[src/rtl/avalon_st_source_interface.sv]
// Avalon-ST source stage: tags RGB565 pixels with sop/eop from a raster counter and
// drives them downstream through a 2-entry skid buffer (OUT + SKID) so that both the
// upstream ready and the downstream valid/data are registered.
module avalon_st_source_interface #(
    parameter int unsigned DATA_W  = 16,
    parameter int unsigned FRAME_W = 320,
    parameter int unsigned FRAME_H = 240
) (
    input  logic              clk,
    input  logic              reset,
    input  logic              pix_valid_in,
    input  logic [DATA_W-1:0] pix_data_in,
    output logic              pix_ready_out,
    input  logic              frame_sync,
    input  logic              ready_in,
    output logic              valid_out,
    output logic [DATA_W-1:0] data_out,
    output logic              startofpacket_out,
    output logic              endofpacket_out
);

    // Counter widths; a 1-pixel dimension still needs a 1-bit counter.
    localparam int unsigned XW = (FRAME_W > 1) ? $clog2(FRAME_W) : 1;
    localparam int unsigned YW = (FRAME_H > 1) ? $clog2(FRAME_H) : 1;
    localparam logic [XW-1:0] LastX = XW'(FRAME_W - 1);
    localparam logic [YW-1:0] LastY = YW'(FRAME_H - 1);

    // Raster position of the next pixel to be accepted
    logic [XW-1:0] x_q, x_d, x_base;
    logic [YW-1:0] y_q, y_d, y_base;

    // Registered upstream ready
    logic ready_q, ready_d;

    // Output register
    logic              out_full_q, out_full_d;
    logic [DATA_W-1:0] out_data_q, out_data_d;
    logic              out_sop_q, out_sop_d;
    logic              out_eop_q, out_eop_d;

    // Skid register
    logic              skid_full_q, skid_full_d;
    logic [DATA_W-1:0] skid_data_q, skid_data_d;
    logic              skid_sop_q, skid_sop_d;
    logic              skid_eop_q, skid_eop_d;

    logic accept;
    logic send;
    logic tag_sop;
    logic tag_eop;

    // Handshake qualifiers on both sides
    always_comb begin
        accept = pix_valid_in & ready_q;
        send   = out_full_q & ready_in;
    end

    // Tagging and raster counter; frame_sync rebases the position to (0,0) first
    always_comb begin
        x_base  = frame_sync ? '0 : x_q;
        y_base  = frame_sync ? '0 : y_q;
        tag_sop = (x_base == '0) && (y_base == '0);
        // With frame_sync the base is (0,0), so eop only fires for a 1x1 frame.
        tag_eop = (x_base == LastX) && (y_base == LastY);
        x_d     = x_base;
        y_d     = y_base;
        if (accept) begin
            if (x_base == LastX) begin
                x_d = '0;
                if (y_base == LastY) begin
                    y_d = '0;
                end else begin
                    y_d = y_base + YW'(1);
                end
            end else begin
                x_d = x_base + XW'(1);
            end
        end
    end

    // Skid-buffer steering: OUT refills from SKID first so ordering is preserved
    always_comb begin
        out_full_d  = out_full_q;
        out_data_d  = out_data_q;
        out_sop_d   = out_sop_q;
        out_eop_d   = out_eop_q;
        skid_full_d = skid_full_q;
        skid_data_d = skid_data_q;
        skid_sop_d  = skid_sop_q;
        skid_eop_d  = skid_eop_q;

        if (!out_full_q || send) begin
            if (skid_full_q) begin
                out_full_d = 1'b1;
                out_data_d = skid_data_q;
                out_sop_d  = skid_sop_q;
                out_eop_d  = skid_eop_q;
                if (accept) begin
                    skid_full_d = 1'b1;
                    skid_data_d = pix_data_in;
                    skid_sop_d  = tag_sop;
                    skid_eop_d  = tag_eop;
                end else begin
                    skid_full_d = 1'b0;
                end
            end else if (accept) begin
                out_full_d = 1'b1;
                out_data_d = pix_data_in;
                out_sop_d  = tag_sop;
                out_eop_d  = tag_eop;
            end else begin
                // Data and tags hold their last value; only valid drops.
                out_full_d = 1'b0;
            end
        end else if (accept) begin
            skid_full_d = 1'b1;
            skid_data_d = pix_data_in;
            skid_sop_d  = tag_sop;
            skid_eop_d  = tag_eop;
        end

        // Ready is registered: offered only while SKID will have room next cycle.
        ready_d = !skid_full_d;
    end

    // State registers with asynchronous reset
    always_ff @(posedge clk or posedge reset) begin
        if (reset) begin
            x_q         <= '0;
            y_q         <= '0;
            ready_q     <= 1'b0;
            out_full_q  <= 1'b0;
            out_data_q  <= '0;
            out_sop_q   <= 1'b0;
            out_eop_q   <= 1'b0;
            skid_full_q <= 1'b0;
            skid_data_q <= '0;
            skid_sop_q  <= 1'b0;
            skid_eop_q  <= 1'b0;
        end else begin
            x_q         <= x_d;
            y_q         <= y_d;
            ready_q     <= ready_d;
            out_full_q  <= out_full_d;
            out_data_q  <= out_data_d;
            out_sop_q   <= out_sop_d;
            out_eop_q   <= out_eop_d;
            skid_full_q <= skid_full_d;
            skid_data_q <= skid_data_d;
            skid_sop_q  <= skid_sop_d;
            skid_eop_q  <= skid_eop_d;
        end
    end

    // Registered outputs straight from OUT and the ready flop
    always_comb begin
        pix_ready_out     = ready_q;
        valid_out         = out_full_q;
        data_out          = out_data_q;
        startofpacket_out = out_sop_q;
        endofpacket_out   = out_eop_q;
    end

endmodule

[config.mk]
export PLATFORM = sky130hd
export DESIGN_NAME = avalon_st_source_interface
export DESIGN_NICKNAME = d
export VERILOG_FILES = /design/src/rtl/avalon_st_source_interface.sv
export SDC_FILE = /design/constraint.sdc
export NUM_CORES = 1
export LEC_CHECK = 0
export BUFFER_PORTS_ARGS = -buffer_cell sky130_fd_sc_hd__buf_2
export CORE_MARGIN = 2
export CORE_UTILIZATION = 50
export DETAILED_ROUTE_END_ITERATION = 7
export PLACE_DENSITY = 0.74
export SLEW_MARGIN = 10
export SYNTH_ARGS = -nofsm -noshare
export SYNTH_HDL_FRONTEND = slang
export SYNTH_SLANG_ARGS = --single-unit
[constraint.sdc]
create_clock -name clk -period 1.9 [get_ports clk]
set_clock_uncertainty 0.15 [all_clocks]
set_input_delay 0.19 -clock clk [delete_from_list [all_inputs] [get_ports clk]]
set_output_delay 0.19 -clock clk [all_outputs]
set_load 0.1 [all_outputs]
# ---- After elaboration in Yosys (flattened, before gate mapping)
# Cells that the tools add are included.
dict set report op_classes {
  eq_ne 3
  n_reduce_logical 9
  mux 27
  n_addsub 2
  n_bitwise 2
}
# op count
set op_table {}
lappend op_table {{$mux 16} 5}
lappend op_table {{$mux 8} 4}
lappend op_table {{$mux 9} 3}
lappend op_table {{$mux 1} 15}
lappend op_table {{$add 9x1->9 const B} 1}
lappend op_table {{$eq 9x9->1 const B} 1}
lappend op_table {{$logic_not 9->1} 1}
lappend op_table {{$add 8x1->8 const B} 1}
lappend op_table {{$eq 8x8->1 const B} 1}
lappend op_table {{$logic_not 8->1} 1}
lappend op_table {{$and 1x1->1} 2}
lappend op_table {{$logic_and 1x1->1} 2}
lappend op_table {{$logic_not 1->1} 2}
lappend op_table {{$ne 2x2->1 const B} 1}
lappend op_table {{$reduce_and 2->1} 1}
lappend op_table {{$reduce_bool 2->1} 1}
lappend op_table {{$logic_or 1x1->1} 1}
dict set report word_totals {
  wordCells 54
  input_bits 21
  reg_bits 56
  out_inout_bits 20
}

# ---- Longest topological paths before layout
# Gate-level depths: netlist (run 1).
dict set report depth {
  word_depth 6
  depth_mapped 9
  ltp_nobuf 8
}

# ---- Worst setup path after synthesis (run 1)
# Ideal clock, no wire load.
dict set report synth_path {
  path_type {reg2reg}
  start {register ready_q, in the netlist pix_ready_out}
  end {register x_q[6]}
  synth_period_minus_slack_ns 2.515
  arrival_ns 2.294
  path_buffers 0
  path_stages_with_launch 5
  slack_ns -0.615
  path_cell_list {dfrtp_1 > nand2_1 > nor4_1 > mux2_2 > nor2_1}
}
dict set report synth_via {
  elab_chain_cells 2
}
# element line
set synth_lines {}
lappend synth_lines {{start, declared} 33} ;# logic ready_q, ready_d;
lappend synth_lines {{start signal, assigned} 143} ;# ready_q <= ready_d;
lappend synth_lines {{$and 1x1->1} 54} ;# accept = pix_valid_in & ready_q;
lappend synth_lines {{$mux 9} 67} ;# if (accept) begin
lappend synth_lines {{net x_d[6]} 29} ;# logic [XW-1:0] x_q, x_d, x_base;
lappend synth_lines {{end signal, assigned} 129} ;# x_q <= '0;
lappend synth_lines {{end signal, assigned} 141} ;# x_q <= x_d;
lappend synth_lines {{end, declared} 29}
# The timed path passes the listed nets, and every way through them passes these cells.
# A chain may end at the register's enable or synchronous reset.

# ---- Worst setup path after layout (run 1)
dict set report layout_path {
  start {register y_q[1]}
  end {register skid_eop_q}
}
dict set report layout_via {
  elab_chain_cells 6
}
# element line
set layout_lines {}
lappend layout_lines {{start, declared} 30} ;# logic [YW-1:0] y_q, y_d, y_base;
lappend layout_lines {{start signal, assigned} 142} ;# y_q <= y_d;
lappend layout_lines {{$mux 8 *} 61} ;# y_base = frame_sync ? '0 : y_q;
lappend layout_lines {{$eq 8x8->1 *} 64} ;# tag_eop = (x_base == LastX) && (y_base == LastY);
lappend layout_lines {{$logic_and 1x1->1 *} 64}
lappend layout_lines {{$mux 1 *} {98, 115}}
lappend layout_lines {{$mux 1} 93} ;# if (skid_full_q) begin
lappend layout_lines {{$mux 1 *} 92} ;# if (!out_full_q || send) begin
lappend layout_lines {{end signal, assigned} 151} ;# skid_eop_q <= skid_eop_d;
lappend layout_lines {{end, declared} 45} ;# logic skid_eop_q, skid_eop_d;
# Mark *: on every way between the ends. The rest lies on a longest branch, timed or not. The select of a mux whose other input is x is not followed.

==> out/results.ini, run 1 <==
[synth]
yosys_most_used_dff=dfrtp_1
synth_area_leaders=dfrtp_1, mux2_2, mux2i_1
async_flop_share_pct=100
yosysMostFrequentCell=dfrtp_1
ys_warn_count=0
synth_area_per_cell_um2=11.0
ys_types=42
synth_top_cell_by_area=dfrtp_1
synth_edf_count=0
synth_seq_cells=56
synth.top_cell.area_share_pct=52.8
synth_common_cells=dfrtp_1, nor2_1, a21oi_1
synthesis.nets=264
synth_area_um2=2660
postSynthCellCount=241
ys_seq_area_share_pct=52.8

[sta]
fmax_ghz=0.528
rsz0062_at_grt=true
hold_violations=0
setup-violations-final=0
max_slew.worst_pin.slew_ns=0.494
finalCriticalPeriod_ns=1.89
slew_violations=0
fin_ws_ns=0.00784
fin_crit_sh_pct=99.6
slew_headroom_pct=67.3

[clock_network]
cts_made_buffers=5
clk-insertion-delay-late_ns=0.31
tritoncts=built
h-tree-depth=2
cts_buffer_depth=2
clk_pin_slew_worst_paths_ns=0.09
clock_sinks=56
root_buffer=clkbuf_8

[placement]
place_worst_setup_slack_ns=-0.0639
placedCellCount=363
gp_congestion=0.791
post_dp_cell_area_um2=3130
io_buffers=40
hpwl_mm=3.60

[floorplan]
die_w_um=76.9
placementRows=26
fp.dieArea_um2=5910
ios=41
die_h_um=76.9
coreArea_um2=5110
initial_core_util_pct=52.0

[cells_and_area]
seq_area_um2=1400
final_area_um2=3440
n_fill_cell=395
multi_input_area_um2=1240
post-route-util_pct=67.4
area_growth_pct=29.7
n_antenna_cell=0
drive_gt1_share_pct=34.6
nets=343
fin_cells=391

[global_route]
grt_pass1_wl_mm=9.36
grt_max_degree=57
grt_pass1_vias=2019
grt.total_usage_pct=19.5
antenna_found_initial=0
grt_overflow_total=0

[route]
drt_first_iter_violations=121
dr_wl_met3_um=187
top_layer=met4
routed_wl_mm=5.41
drc_errors=0
wl_met2_mm=2.64
vias=2076
ant_nets=0
met1_length_mm=2.50
dr.pass1.iters=4
avgViaCountPerCell=5.31
detail_route.wl_per_cell_um=13.8

[critical_path]
critPathCaptureType=register
path_class=register to register
cp-start-kind=register
critPathArrivalTime_ns=1.98
crit_required_ns=1.99
path_max_fanout=2

[power_and_ir_drop]
p_per_area_nw_per_um2=1580
leakagePower_nw=1.54
ir_worst_vdd_v=0.00107
power_mw=5.43

[outcome]
status=finished clean

[worst_hold_path]
hp-class=primary input to register

[run]
drv_cap=0

## cell usage in the layout (no fill, tap or decap), types with 3 or more instances in the layout
master         instances
a21oi_1               20
and2_1                 3
buf_12                 3
buf_2                 40
buf_4                 21
clkbuf_8               5
dfrtp_1               54
dlygate4sd3_1         17
inv_1                  4
inv_2                  3
mux2_2                17
mux2i_1               19
nand2_1               16
nand3_1                7
nor2_1                22
nor2b_1                6
nor3_1                 3
nor4_1                 4
o21ai_0                6
xnor2_1                6
## metal layers
layer	vias up	GRT usage, %
li1	1010	-
met3	7	3.88
met2	42	32.0
met1	1017	26.0
met5	-	0
met4	0	6.36
## sequential cells by signal, summed over array words and instances, names as in the netlist
| register | cells |
|---|---|
| y_q | 8 |
| x_q | 9 |
| pix_ready_out | 1 |
| skid_eop_q | 1 |
| startofpacket_out | 1 |
| skid_data_q | 16 |
| endofpacket_out | 1 |
| data_out | 16 |
| valid_out | 1 |
| skid_full_q | 1 |
| skid_sop_q | 1 |
## power by group
group	internal, mW	total, mW	leakage, nW	switching [mW]
Sequential	1.61	1.85	0.684	0.238
Clock	0.263	0.636	0.0414	0.373
Combinational	0.784	2.95	0.816	2.16
## critical path: stages, from the launching register on
cell,delay [ns]
dfrtp_1,0.35
and2b_2,0.17
ha_4,0.14
nand4b_4,0.10
or3_4,0.34
or4_4,0.44
o21ai_1,0.13
## worst paths after layout
| kind | startpoint | to | slack (ns) | depth (start not counted) |
|---|---|---|---|---|
| max in group asynchronous | reset | valid_out | 1.01 | 4 |
| hold reg to reg | skid_eop_q | skid_eop_q | 0.34 | 2 |
| hold / removal | pix_valid_in | valid_out | 0.08 | 3 |
| setup / recovery | y_q[1] | skid_eop_q | 0.008 | 6 |
| min in group asynchronous | reset | skid_data_q[5] | 0.32 | 4 |
| setup reg to reg | y_q[1] | skid_eop_q | 0.008 | 6 |
## final cells by class
| type | count | share of cell area [%] |
|---|---|---|
| inverters | 7 | 0.763 |
| repair buffers | 82 | 17.4 |
| flip-flops and latches | 56 | 40.8 |
| well taps | 70 | 2.54 |
| clock buffers | 6 | 2.11 |
| clock inverters | 2 | 0.472 |
| multi-input cells | 168 | 36.0 |
## through the flow
| stage | hold slack, ns | TNS, ns |
|---|---|---|
| after global routing | 0.0813 | -0.0982 |
| after global placement | 0.114 | -0.00928 |
| after floorplan | 0.190 | 0 |
| final | 0.0759 | 0 |
| after detailed placement | 0.121 | -0.118 |
| after CTS | 0.0705 | 0 |
## kinds of logic (layout without fill, tap and decap cells)
family / Yosys count / count (layout) / share of synthesized area (%)
xor+xnor: 7 / 7 / 2.31
fa+ha+maj: 2 / 2 / 0.942
compound gates: 38 / 38 / 8.11
mux: 36 / 36 / 14.4
simple gates: 85 / 85 / 18.6
flops: 56 / 56 / 52.8
buf+inv: 17 / 97 / 2.92
## repair_timing
action	CTS	global route
setup buffers	2	1
resized for setup	1	5
hold buffers	17	0
endpoints found under the setup margin	2	7
endpoints found under the hold margin	72	0
No activity file was read; power rests on OpenSTA's default activity.
==> run 2, diff against run 1 <==
--- a/config.mk
+++ b/config.mk
@@ -10,6 +10,7 @@
 export CORE_UTILIZATION = 50
 export DETAILED_ROUTE_END_ITERATION = 7
 export PLACE_DENSITY = 0.74
+export RECOVER_POWER = 50
 export SLEW_MARGIN = 10
 export SYNTH_ARGS = -nofsm -noshare
 export SYNTH_HDL_FRONTEND = slang
==> out/results.ini, run 2 (synthesis gave the netlist of run 1 again) <==
[power_and_ir_drop]
leakagePower_nw=1.51  ; was 1.54 nW
p_per_area_nw_per_um2=1580  ; about the same
power_mw=5.41  ; was 5.43 mW
ir_worst_vdd_v=0.00107  ; about the same

[floorplan]
die_w_um=76.9  ; unchanged
coreArea_um2=5110  ; unchanged
die_h_um=76.9  ; unchanged
ios=41  ; unchanged
fp.dieArea_um2=5910  ; unchanged
placementRows=26  ; unchanged
initial_core_util_pct=52.0  ; unchanged

[critical_path]
critPathCaptureType=register  ; unchanged
r2r-end=skid_eop_q  ; unchanged
r2r_slack_ns=0.005  ; was 0.008 ns
worst_r2r_path_depth=6  ; unchanged
cp-endpoint=skid_eop_q  ; unchanged
path_max_fanout=2  ; unchanged
reg2reg_from=y_q[1]  ; unchanged
crit_start=y_q[1]  ; unchanged
crit_required_ns=1.99  ; about the same
path_class=register to register  ; unchanged
critPathArrivalTime_ns=1.98  ; about the same
cp-start-kind=register  ; unchanged

[route]
dr.pass1.iters=4  ; unchanged
vias=2071  ; was 2076
drc_errors=0  ; unchanged
detail_route.wl_per_cell_um=13.9  ; was 13.8 um
drt_first_iter_violations=110  ; was 121
avgViaCountPerCell=5.30  ; was 5.31
ant_nets=0  ; unchanged
routed_wl_mm=5.42  ; was 5.41 mm

[cells_and_area]
n_antenna_cell=0  ; unchanged
layout_common_cells=dfrtp_1, buf_2, nor2_1  ; unchanged
fin_cells=391  ; unchanged
drive_gt1_share_pct=33.6  ; was 34.6%
area_growth_pct=28.7  ; was 29.7%
final_area_um2=3420  ; was 3440 um2
final_common_cell=dfrtp_1  ; unchanged
nets=343  ; unchanged

[placement]
io_buffers=40  ; unchanged
hpwl_mm=3.60  ; unchanged
place_worst_setup_slack_ns=-0.0639  ; unchanged
placedCellCount=363  ; unchanged
post_dp_cell_area_um2=3130  ; unchanged
gp_congestion=0.791  ; unchanged

[sta]
hold_ws_ns=0.0913  ; was 0.0759 ns
fmax_ghz=0.528  ; about the same
slew_violations=0  ; unchanged
finalCriticalPeriod_ns=1.90  ; was 1.89 ns
fin_crit_sh_pct=99.7  ; was 99.6%
hold_violations=0  ; unchanged
fin_ws_ns=0.00496  ; was 0.00784 ns
rsz0062_at_grt=true  ; unchanged
slew_headroom_pct=50.4  ; was 67.3%
max_slew.worst_pin.slew_ns=0.743  ; was 0.494 ns
setup-violations-final=0  ; unchanged

[worst_hold_path]
min_from=pix_valid_in  ; unchanged
hp-class=primary input to register  ; unchanged

[global_route]
antenna_found_initial=0  ; unchanged
grt.total_usage_pct=19.5  ; unchanged
grt_pass1_wl_mm=9.36  ; unchanged
grt_overflow_total=0  ; unchanged
grt_max_degree=57  ; unchanged
grt_pass1_vias=2019  ; unchanged

[clock_network]
h-tree-depth=2  ; unchanged
cts_buffer_depth=2  ; unchanged
cts_made_buffers=5  ; unchanged
clock_sinks=56  ; unchanged
root_buffer=clkbuf_8  ; unchanged
clk-insertion-delay-late_ns=0.31  ; about the same
tritoncts=built  ; unchanged
clk_pin_slew_worst_paths_ns=0.09  ; about the same

[outcome]
status=finished clean  ; unchanged

[run]
drv_cap=0  ; unchanged

==> run 2: worst min-delay path by stage <==
| stage | end | slack (ns) | cells after the start |
|---|---|---|---|
| floorplan | skid_data_q[10] | 0.19 | 1 |
| global placement | data_out[3] | 0.11 | 3 |
| detailed placement | data_out[3] | 0.12 | 3 |
| CTS | valid_out | 0.07 | 3 |
| global route | x_q[8] | 0.08 | 3 |
| finish | valid_out | 0.09 | 3 |
==> run 2: per-stage QoR <==
stage / setup TNS (ns) / utilization [%]
CTS: 0 / 66.7
global placement: -0.00928 / 61.3
floorplan: 0 / -
detailed placement: -0.118 / 61.3
finish: 0 / 66.9
global route: -0.118 / 66.9
==> run 2: layout make-up <==
type	instances	area, um2
multi-input combinational	168	1230
clock buffer	6	72.6
inverter	7	26.3
sequential	56	1400
tap	70	87.6
clock inverter	2	16.3
timing repair buffer	82	583
fill	401	1690
==> run 2: what timing repair did <==
| item | CTS | global route |
|---|---|---|
| hold buffers | 17 | 0 |
| resized for setup | 1 | 5 |
| buffers inserted | 2 | 1 |
| endpoints found under the hold margin | 72 | 0 |
| endpoints found under the setup margin | 2 | 7 |
==> run 2: power breakdown <==
part	switching (mW)	leakage [nW]	total [mW]	internal, mW
combinational	2.16	0.787	2.93	0.769
sequential	0.231	0.684	1.84	1.61
clock	0.374	0.0414	0.637	0.263
==> run 2: critical path, cell delays in order (launching register included) <==
cell and delay (ns):
dfrtp_1 0.35, and2b_2 0.17, ha_4 0.14, nand4b_4 0.10
or3_4 0.34, or4_4 0.44, o21ai_1 0.13
==> run 2: metal layers <==
layer | global-route usage, % | vias up | wire (um)
met5 | 0 | - | 0
met3 | 3.88 | 7 | 196
met2 | 32.0 | 41 | 2660
met1 | 26.0 | 1011 | 2480
met4 | 6.36 | 0 | 86
li1 | - | 1012 | -
==> run 3, diff against run 2 <==
--- a/config.mk
+++ b/config.mk
@@ -11,7 +11,9 @@
 export DETAILED_ROUTE_END_ITERATION = 7
 export PLACE_DENSITY = 0.74
 export RECOVER_POWER = 50
+export REMOVE_ABC_BUFFERS = 1
 export SLEW_MARGIN = 10
 export SYNTH_ARGS = -nofsm -noshare
 export SYNTH_HDL_FRONTEND = slang
 export SYNTH_SLANG_ARGS = --single-unit
+export TNS_END_PERCENT = 100
==> out/results.ini, run 3 (synthesis gave the netlist of run 1 again) <==
[sta]
rsz0062_at_grt=true  ; unchanged
hold_violations=0  ; unchanged
slew_headroom_pct=50.1  ; was 50.4%
setup-violations-final=2  ; was 0
finalCriticalPeriod_ns=1.94  ; was 1.90 ns
fin_crit_sh_pct=102  ; was 99.7%
fmax_ghz=0.514  ; was 0.528 GHz
max_slew.worst_pin.slew_ns=0.749  ; was 0.743 ns
slew_violations=0  ; unchanged
fin_ws_ns=-0.0445  ; was 0.00496 ns
final.setup.tns_ns=-0.0782  ; was 0 ns

[critical_path]
cp-start-kind=register  ; unchanged
r2r-end=endofpacket_out  ; was skid_eop_q
critPathArrivalTime_ns=2.02  ; was 1.98 ns
critPathCaptureType=register  ; unchanged
path_cells=and2b_2, ha_4, nand4b_4, or3_4, or4_4, o21ai_2  ; was and2b_2, ha_4, nand4b_4, or3_4, or4_4, o21ai_1
cp-endpoint=endofpacket_out  ; was skid_eop_q
path_class=register to register  ; unchanged
path_max_fanout=2  ; unchanged
slowest_stage=or4_4  ; unchanged
crit_required_ns=1.98  ; was 1.99 ns
reg2reg_from=y_q[1]  ; unchanged
r2r_slack_ns=-0.04  ; was 0.005 ns
worst_r2r_path_depth=6  ; unchanged
crit_start=y_q[1]  ; unchanged
cpPeakStageDelay_ns=0.44  ; about the same

[clock_network]
clk_pin_slew_worst_paths_ns=0.10  ; was 0.09 ns
root_buffer=clkbuf_8  ; unchanged
cts_made_buffers=5  ; unchanged
clock_sinks=56  ; unchanged
cts_buffer_depth=2  ; unchanged
h-tree-depth=2  ; unchanged
clk-insertion-delay-late_ns=0.30  ; was 0.31 ns
tritoncts=built  ; unchanged

[floorplan]
die_h_um=76.9  ; unchanged
initial_core_util_pct=52.0  ; unchanged
die_w_um=76.9  ; unchanged
coreArea_um2=5110  ; unchanged
ios=41  ; unchanged
placementRows=26  ; unchanged
fp.dieArea_um2=5910  ; unchanged

[cells_and_area]
n_fill_cell=390  ; was 401
seq_area_um2=1400  ; about the same
final_common_cell=dfrtp_1  ; unchanged
nets=344  ; was 343
drive_gt1_share_pct=32.4  ; was 33.6%
area_growth_pct=28.6  ; was 28.7%
final_area_um2=3410  ; was 3420 um2
layout_common_cells=dfrtp_1, buf_2, buf_4  ; was dfrtp_1, buf_2, nor2_1
n_antenna_cell=0  ; unchanged
multi_input_area_um2=1200  ; was 1230 um2

[global_route]
grt_pass1_wl_mm=10.0  ; was 9.36 mm
grt_pass1_vias=2191  ; was 2019
grt_max_degree=57  ; unchanged
grt_overflow_total=0  ; unchanged
grt.total_usage_pct=20.9  ; was 19.5%
antenna_found_initial=0  ; unchanged

[placement]
post_dp_cell_area_um2=3080  ; was 3130 um2
gp_congestion=0.808  ; was 0.791
hpwl_mm=3.85  ; was 3.60 mm
io_buffers=40  ; unchanged

[route]
dr.pass1.iters=6  ; was 4
ant_nets=0  ; unchanged
drc_errors=0  ; unchanged
vias=2093  ; was 2071
detail_route.wl_per_cell_um=14.7  ; was 13.9 um
routed_wl_mm=5.75  ; was 5.42 mm
drt_first_iter_violations=91  ; was 110
avgViaCountPerCell=5.35  ; was 5.30

[power_and_ir_drop]
leakagePower_nw=1.55  ; was 1.51 nW
p_per_area_nw_per_um2=1660  ; was 1580 nW/um2
ir_worst_vdd_v=0.00108  ; was 0.00107 V

[outcome]
status=finished, violations left  ; was finished clean
violations=setup timing

[worst_hold_path]
hp-class=primary input to register  ; unchanged

[run]
drv_cap=0  ; unchanged

-- run 3: cell types whose count changed in the layout (fill, tap and decap cells not counted), sizes merged --
| cell | delta |
|---|---|
| buf | -2 |
| bufinv | +2 |
| clkbuf | +2 |
| clkinv | -1 |
| clkinvlp | -1 |
-- run 3: worst min-delay path by stage --
| stage | slack [ns] | from | to | depth (start not counted) |
|---|---|---|---|---|
| after floorplan | 0.10 | frame_sync | x_q[8] | 1 |
| after global placement | 0.12 | reset | x_q[5] | 3 |
| after detailed placement | 0.12 | reset | x_q[5] | 3 |
| after CTS | 0.04 | pix_valid_in | valid_out | 3 |
| after global routing | 0.07 | pix_valid_in | valid_out | 3 |
| final | 0.04 | pix_valid_in | valid_out | 3 |
-- run 3: stage by stage --
stage	hold WS (ns)	power [mW]	utilization (%)	cells	setup WS (ns)
after floorplan	0.103	4.17	-	231	-1.25
after global placement	0.116	4.70	60.4	364	-0.0839
after detailed placement	0.119	4.77	60.4	364	-0.149
after CTS	0.0371	5.69	66.9	390	-0.0370
after global routing	0.0683	5.96	66.8	391	-0.0970
final	0.0443	5.66	66.8	391	-0.0445
-- run 3: final cells by class --
cell class / count / area share (%)
Clock buffer: 5 / 2.02
Clock inverter: 2 / 1.76
Inverter: 7 / 0.770
Multi-Input combinational cell: 168 / 35.3
Sequential cell: 56 / 41.1
Tap cell: 70 / 2.57
Timing Repair Buffer: 83 / 16.6
-- run 3: repair_timing --
item,4_1_cts,5_1_grt
hold endpoints to repair,72,0
buffers inserted,2,1
gates resized for setup,6,2
setup endpoints to repair,4,6
pin swaps,1,1
hold buffers,17,0
-- run 3: worst max-delay path, delay by kind of cell, from the launching register on --
kind,cells,cell delay [ns]
AO/OA/AOI/OAI,1,0.12
adder cells (fa/ha/maj),1,0.15
AND/OR/NAND/NOR,4,1.10
flip-flops,1,0.35
-- run 3: layer usage --
layer | vias to the layer above | routed length, um | share of wire, % | track usage (%)
li1 | 1005 | - | - | -
met1 | 1049 | 2470 | 43 | 25.4
met3 | 2 | 139 | 2.4 | 3.88
met5 | - | 0 | 0 | 0
met4 | 0 | 20 | 0.35 | 4.55
met2 | 37 | 3130 | 54 | 38.4
-- run 3: where the power goes --
| part | internal, mW | switching (mW) | total, mW | leakage (nW) |
|---|---|---|---|---|
| logic | 0.744 | 2.18 | 2.93 | 0.804 |
| clock network | 0.519 | 0.363 | 0.881 | 0.0642 |
| registers | 1.61 | 0.245 | 1.85 | 0.686 |
| total | 2.87 | 2.79 | 5.66 | 1.55 |
